===== config.mk =====
export PLATFORM = sky130hd
export DESIGN_NAME = spi_bus_bridge
export DESIGN_NICKNAME = d
export VERILOG_FILES = /design/src/rtl/spi_bus_bridge.sv
export SDC_FILE = /design/constraint.sdc
export NUM_CORES = 1
export LEC_CHECK = 0
export BUFFER_PORTS_ARGS = -buffer_cell sky130_fd_sc_hd__clkbuf_2
export CAP_MARGIN = 20
export CORE_MARGIN = 8
export CORE_UTILIZATION = 48
export CTS_BUF_LIST = sky130_fd_sc_hd__clkbuf_16
export CTS_CLUSTER_SIZE = 40
export DETAILED_ROUTE_END_ITERATION = 12
export GPL_ROUTABILITY_DRIVEN = 0
export PLACE_DENSITY = 0.89
export REMOVE_ABC_BUFFERS = 1
export SETUP_SLACK_MARGIN = 0.05
export SLEW_MARGIN = 20
export SYNTH_ARGS = -nofsm -noshare
export SYNTH_HDL_FRONTEND = slang
export SYNTH_SLANG_ARGS = --single-unit
export TNS_END_PERCENT = 1

===== constraint.sdc =====
create_clock -name clk -period 2.4 [get_ports clk]
set_clock_uncertainty 0.2 [all_clocks]
set_input_delay 0.48 -clock clk [delete_from_list [all_inputs] [get_ports clk]]
set_output_delay 0.48 -clock clk [all_outputs]
set_load 0.005 [all_outputs]

===== src/rtl/spi_bus_bridge.sv =====
// spi_bus_bridge: converts SPI-core data strobes into request/acknowledge
// transactions on an 8-bit-data, 24-bit-address internal bus, returns read
// data to the SPI transmit path and builds the SPI status byte.
module spi_bus_bridge #(
  parameter int unsigned TIMEOUT_CYCLES = 8
) (
  input  logic        clk,
  input  logic        rst,
  input  logic        rx_valid,
  input  logic [7:0]  rx_data,
  input  logic [23:0] address,
  input  logic        we,
  input  logic        spi_busy,
  output logic        tx_valid,
  output logic [7:0]  tx_data,
  output logic        bus_req,
  output logic        bus_we,
  output logic [23:0] bus_addr,
  output logic [7:0]  bus_wdata,
  input  logic        bus_ack,
  input  logic [7:0]  bus_rdata,
  output logic [7:0]  spi_status
);

  typedef enum logic [1:0] {
    IDLE = 2'd0,
    REQ  = 2'd1,
    RESP = 2'd2
  } state_t;

  localparam logic [7:0] TMO_LAST = 8'(TIMEOUT_CYCLES - 1);

  state_t     state;
  state_t     state_next;

  logic       busy_meta;
  logic       busy_s;
  logic       busy_q;
  logic       busy_rise;

  logic [7:0] tmo_cnt;
  logic       tmo_expire;

  logic       sticky_timeout;
  logic       sticky_overrun;
  logic       sticky_abort;
  logic       set_timeout;
  logic       set_overrun;
  logic       set_abort;

  // Expiry only counts when no acknowledge arrives in the same cycle.
  assign tmo_expire  = (state == REQ) && (tmo_cnt == TMO_LAST);
  assign busy_rise   = busy_s & ~busy_q;
  assign set_timeout = tmo_expire && !bus_ack;
  assign set_overrun = rx_valid && (state != IDLE);
  assign set_abort   = (state == RESP) && !busy_s;

  // Two-flop synchroniser for spi_busy plus a delayed copy for edge detection.
  always_ff @(posedge clk or posedge rst) begin
    // NOTE: every clocked assignment is non-blocking so all flops update from
    // the same pre-edge values regardless of statement order.
    if (rst) begin
      busy_meta <= 1'b0;
      busy_s    <= 1'b0;
      busy_q    <= 1'b0;
    end else begin
      busy_meta <= spi_busy;
      busy_s    <= busy_meta;
      busy_q    <= busy_s;
    end
  end

  // State register.
  always_ff @(posedge clk or posedge rst) begin
    if (rst) state <= IDLE;
    else     state <= state_next;
  end

  // Next-state logic: one bus cycle per accepted strobe, reads detour via RESP.
  always_comb begin
    // NOTE: the default assignment up front keeps this block free of latches
    // on paths that do not mention state_next.
    state_next = state;
    case (state)
      IDLE: if (rx_valid) state_next = REQ;
      REQ:  if (bus_ack || tmo_expire) state_next = bus_we ? IDLE : RESP;
      RESP: state_next = IDLE;
      default: state_next = IDLE;
    endcase
  end

  // Outputs decoded from state; reset forces IDLE so bus_req drops at once.
  always_comb begin
    bus_req  = (state == REQ);
    tx_valid = (state == RESP) && busy_s;
  end

  // Bus request fields and timeout counter, loaded when a strobe is accepted.
  always_ff @(posedge clk or posedge rst) begin
    if (rst) begin
      bus_addr  <= 24'h0;
      bus_we    <= 1'b0;
      bus_wdata <= 8'h00;
      tmo_cnt   <= 8'h00;
    end else begin
      if (state == IDLE && rx_valid) begin
        bus_addr  <= address;
        bus_we    <= we;
        bus_wdata <= rx_data;
        tmo_cnt   <= 8'h00;
      end else if (state == REQ) begin
        tmo_cnt <= tmo_cnt + 8'h01;
      end
    end
  end

  // Read return data: bus data on acknowledge, 8'hEE filler on timeout.
  always_ff @(posedge clk or posedge rst) begin
    if (rst) begin
      tx_data <= 8'h00;
    end else if (state == REQ && !bus_we) begin
      if (bus_ack)         tx_data <= bus_rdata;
      else if (tmo_expire) tx_data <= 8'hEE;
    end
  end

  // Sticky status bits: cleared after a busy_s rising edge, new events win.
  always_ff @(posedge clk or posedge rst) begin
    if (rst) begin
      sticky_timeout <= 1'b0;
      sticky_overrun <= 1'b0;
      sticky_abort   <= 1'b0;
    end else begin
      sticky_timeout <= set_timeout | (sticky_timeout & ~busy_rise);
      sticky_overrun <= set_overrun | (sticky_overrun & ~busy_rise);
      sticky_abort   <= set_abort   | (sticky_abort   & ~busy_rise);
    end
  end

  assign spi_status = {4'b0000, sticky_abort, bus_req, sticky_overrun, sticky_timeout};

endmodule


==> metrics.csv <==
metric;value;unit
dp.cells;402;
clk_transition_reported_paths;0.05;ns
hpwl;4100;um
ys_seq_elements;57;
path_cells;nand2b_1 > inv_1 > clkbuf_2;
fin_cells;418;
cp.arrival;1.54;ns
syn_avg_cell_area;9.40;sq um
muxShareOfSynthArea;0.419;%
antenna_found_initial;0;
via_per_inst;4.85;
critPathMaxStageDelay;0.52;ns
io_buffers;92;
critPathSlowestCell;dfrtp_1;
n_antenna_cell;0;
grt_usage;15.7;%
start_util;50.2;%
path_max_fanout;11;
remaining_drc_errors;0;
cap_violations;0;
rr_endpoint;tmo_cnt[5];
synth_area_leader_cell;dfrtp_1;
syn_area;2390;sq um
ir_drop;0.778;mV
violations;negative hold slack;
max_freq;451;MHz
period_minus_slack;2.22;ns
yosysWarnings;0;
vias;2028;
outcome;complete, but fails checks;
synth-compound-area-share;8.64;%
io_pins;97;
cp-end-kind;primary output;
setup-violations-final;0;
synth_commonest_cells;112 x nand2_1, 57 x dfrtp_1, 10 x buf_2, 10 x inv_1, 8 x buf_4;
clkSinkCount;57;
ant_nets;0;
synth_cells;254;
die_x;86.5;um
cts_tree;done;
core;4750;sq um
drt-pass1-iter-count;4;
cts_max_level;3;
cts_setup_buffers;0;
yosysUniqueCellTypes;34;
rsz0062_at_grt;false;
worstPathRequired;1.72;ns
synth_top_flop_cell;dfrtp_1;
area.growth.synth_to_final;31.4;%
fin_crit_sh;92.3;%
synth_simple_gate_area_share;24.0;%
rrSetupSlack;0.61;ns
synth.area.top_cells;dfrtp_1 60%, nand2_1 18%, buf_4 2.5%, buf_2 2.1%, inv_1 1.6%;
fin_worst_hold_slack;-0.00624;ns
wl;5600;um
root_buffer;clkbuf_16;
grt_pass1_vias;2102;
tns;0;ns
wire_per_inst;13.4;um
crit_buf_inv;2;
fin_util;66.0;%
final_nets;393;
grt_remaining_overflow;0;
synth_xor_xnor_area_share;0.367;%
cts.path.max_buffers;2;
drive_gt1_share;31.9;%
synth_top_family_by_area;simple AND/OR/NAND/NOR gates;
drv_slew;0;
cellLeakagePower;1.73;nW
async_flop_share;100;%
worstSetupPathType;register to primary output;
die_h;86.5;um
grt_pass1_wl;9380;um
synth-adder-area-share;0.524;%
crit_family;flip-flops;
rows;25;
timing.final.hold_violations;4;
drtIter0Drc;66;
die_area;7490;sq um
synth_edf_count;0;
cp-start-kind;register;
cts_resized;0;
cts_hold_buffers;0;
crit_cells;3;
grt_max_degree;58;
insertion_delay;0.31;ns
worstRegToRegCells;4;
cts_buffers;9;
yosysSeqAreaShare;59.7;%
p_per_area;1220;nW/um^2
yosysMostFrequentCell;nand2_1;
r2r_start;state[0];
hold_class;input pin to async pin;
synth_top_area_share;59.7;%
## sequential cells by signal, indices dropped and copies added, names as in the netlist
| name | flops |
|---|---|
| sticky_overrun | 1 |
| busy_s | 1 |
| sticky_abort | 1 |
| sticky_timeout | 1 |
| bus_addr | 24 |
| tx_data | 8 |
| state | 2 |
| busy_meta | 1 |
| busy_q | 1 |
| tmo_cnt | 8 |
| bus_we | 1 |
| bus_wdata | 8 |
## tightest hold or removal path: cells and delay by family
kind                   cells  cell delay, ns
buffers and inverters      3            0.41
## metrics by stage
stage               power, mW  area [sq um]  hold slack, ns  worst slack (ns)
CTS                      3.89          3140         0.00743             0.192
finish                   3.83          3140        -0.00624             0.184
floorplan                2.18          2290           0.131             0.320
global route             4.13          3140          0.0265            0.0643
global placement         2.75          2880           0.133             0.597
detailed placement       2.80          2880           0.136             0.539
## layout make-up
type,instances,area [sq um]
clock inverters,7,30.0
multi-input cells,172,832
inverters,10,37.5
clock buffers,9,225
repair buffers,96,503
well taps,67,83.8
fillers,413,1620
flip-flops and latches,57,1430
## kinds of logic (layout without fill, tap and decap cells)
kind of cell	count (synthesis)	in the layout
buf+inv	28	122
simple gates	134	134
flops	57	57
other cells	1	4
compound gates	31	31
xor+xnor	1	1
mux	1	1
fa+ha+maj	1	1
## placed cells by master, fill, tap and decap left out, drive strengths merged, types with 2 or more instances in the layout
cell type,Yosys,layout
o211ai,2,2
conb,1,4
dfrtp,57,57
a21oi,7,7
inv,10,12
a22oi,2,2
clkinv,0,5
or3b,2,2
nor2,3,3
nand3,5,5
nor3b,3,3
nand2,112,112
nand2b,3,3
a21bo,2,2
clkbuf,0,101
o22ai,6,6
o21ai,6,6
buf,18,4
## routing by layer
metal / wire length, um / part of all wire (%) / track usage (%)
met1: 2360 / 42 / 17.4
met2: 2800 / 50 / 26.5
met3: 361 / 6.4 / 5.58
met4: 74 / 1.3 / 6.89
met5: 0 / 0 / 0
## how the worst max path moves through the flow
stage / startpoint / endpoint / slack [ns]
5_1_grt: state[1] / spi_status[2] / 0.06
3_5_place_dp: state[1] / spi_status[2] / 0.54
2_1_floorplan: rst / bus_addr[0] / 0.32
4_1_cts: state[1] / bus_req / 0.19
3_3_place_gp: state[1] / bus_req / 0.60
6_report: state[1] / bus_req / 0.18
## power by group
part | switching (mW) | leakage (nW) | internal [mW] | total [mW]
Clock | 0.386 | 0.136 | 0.674 | 1.06
Combinational | 0.633 | 0.885 | 0.544 | 1.18
Sequential | 0.254 | 0.713 | 1.33 | 1.59
Note: power is estimated with default switching activity, not from simulation.
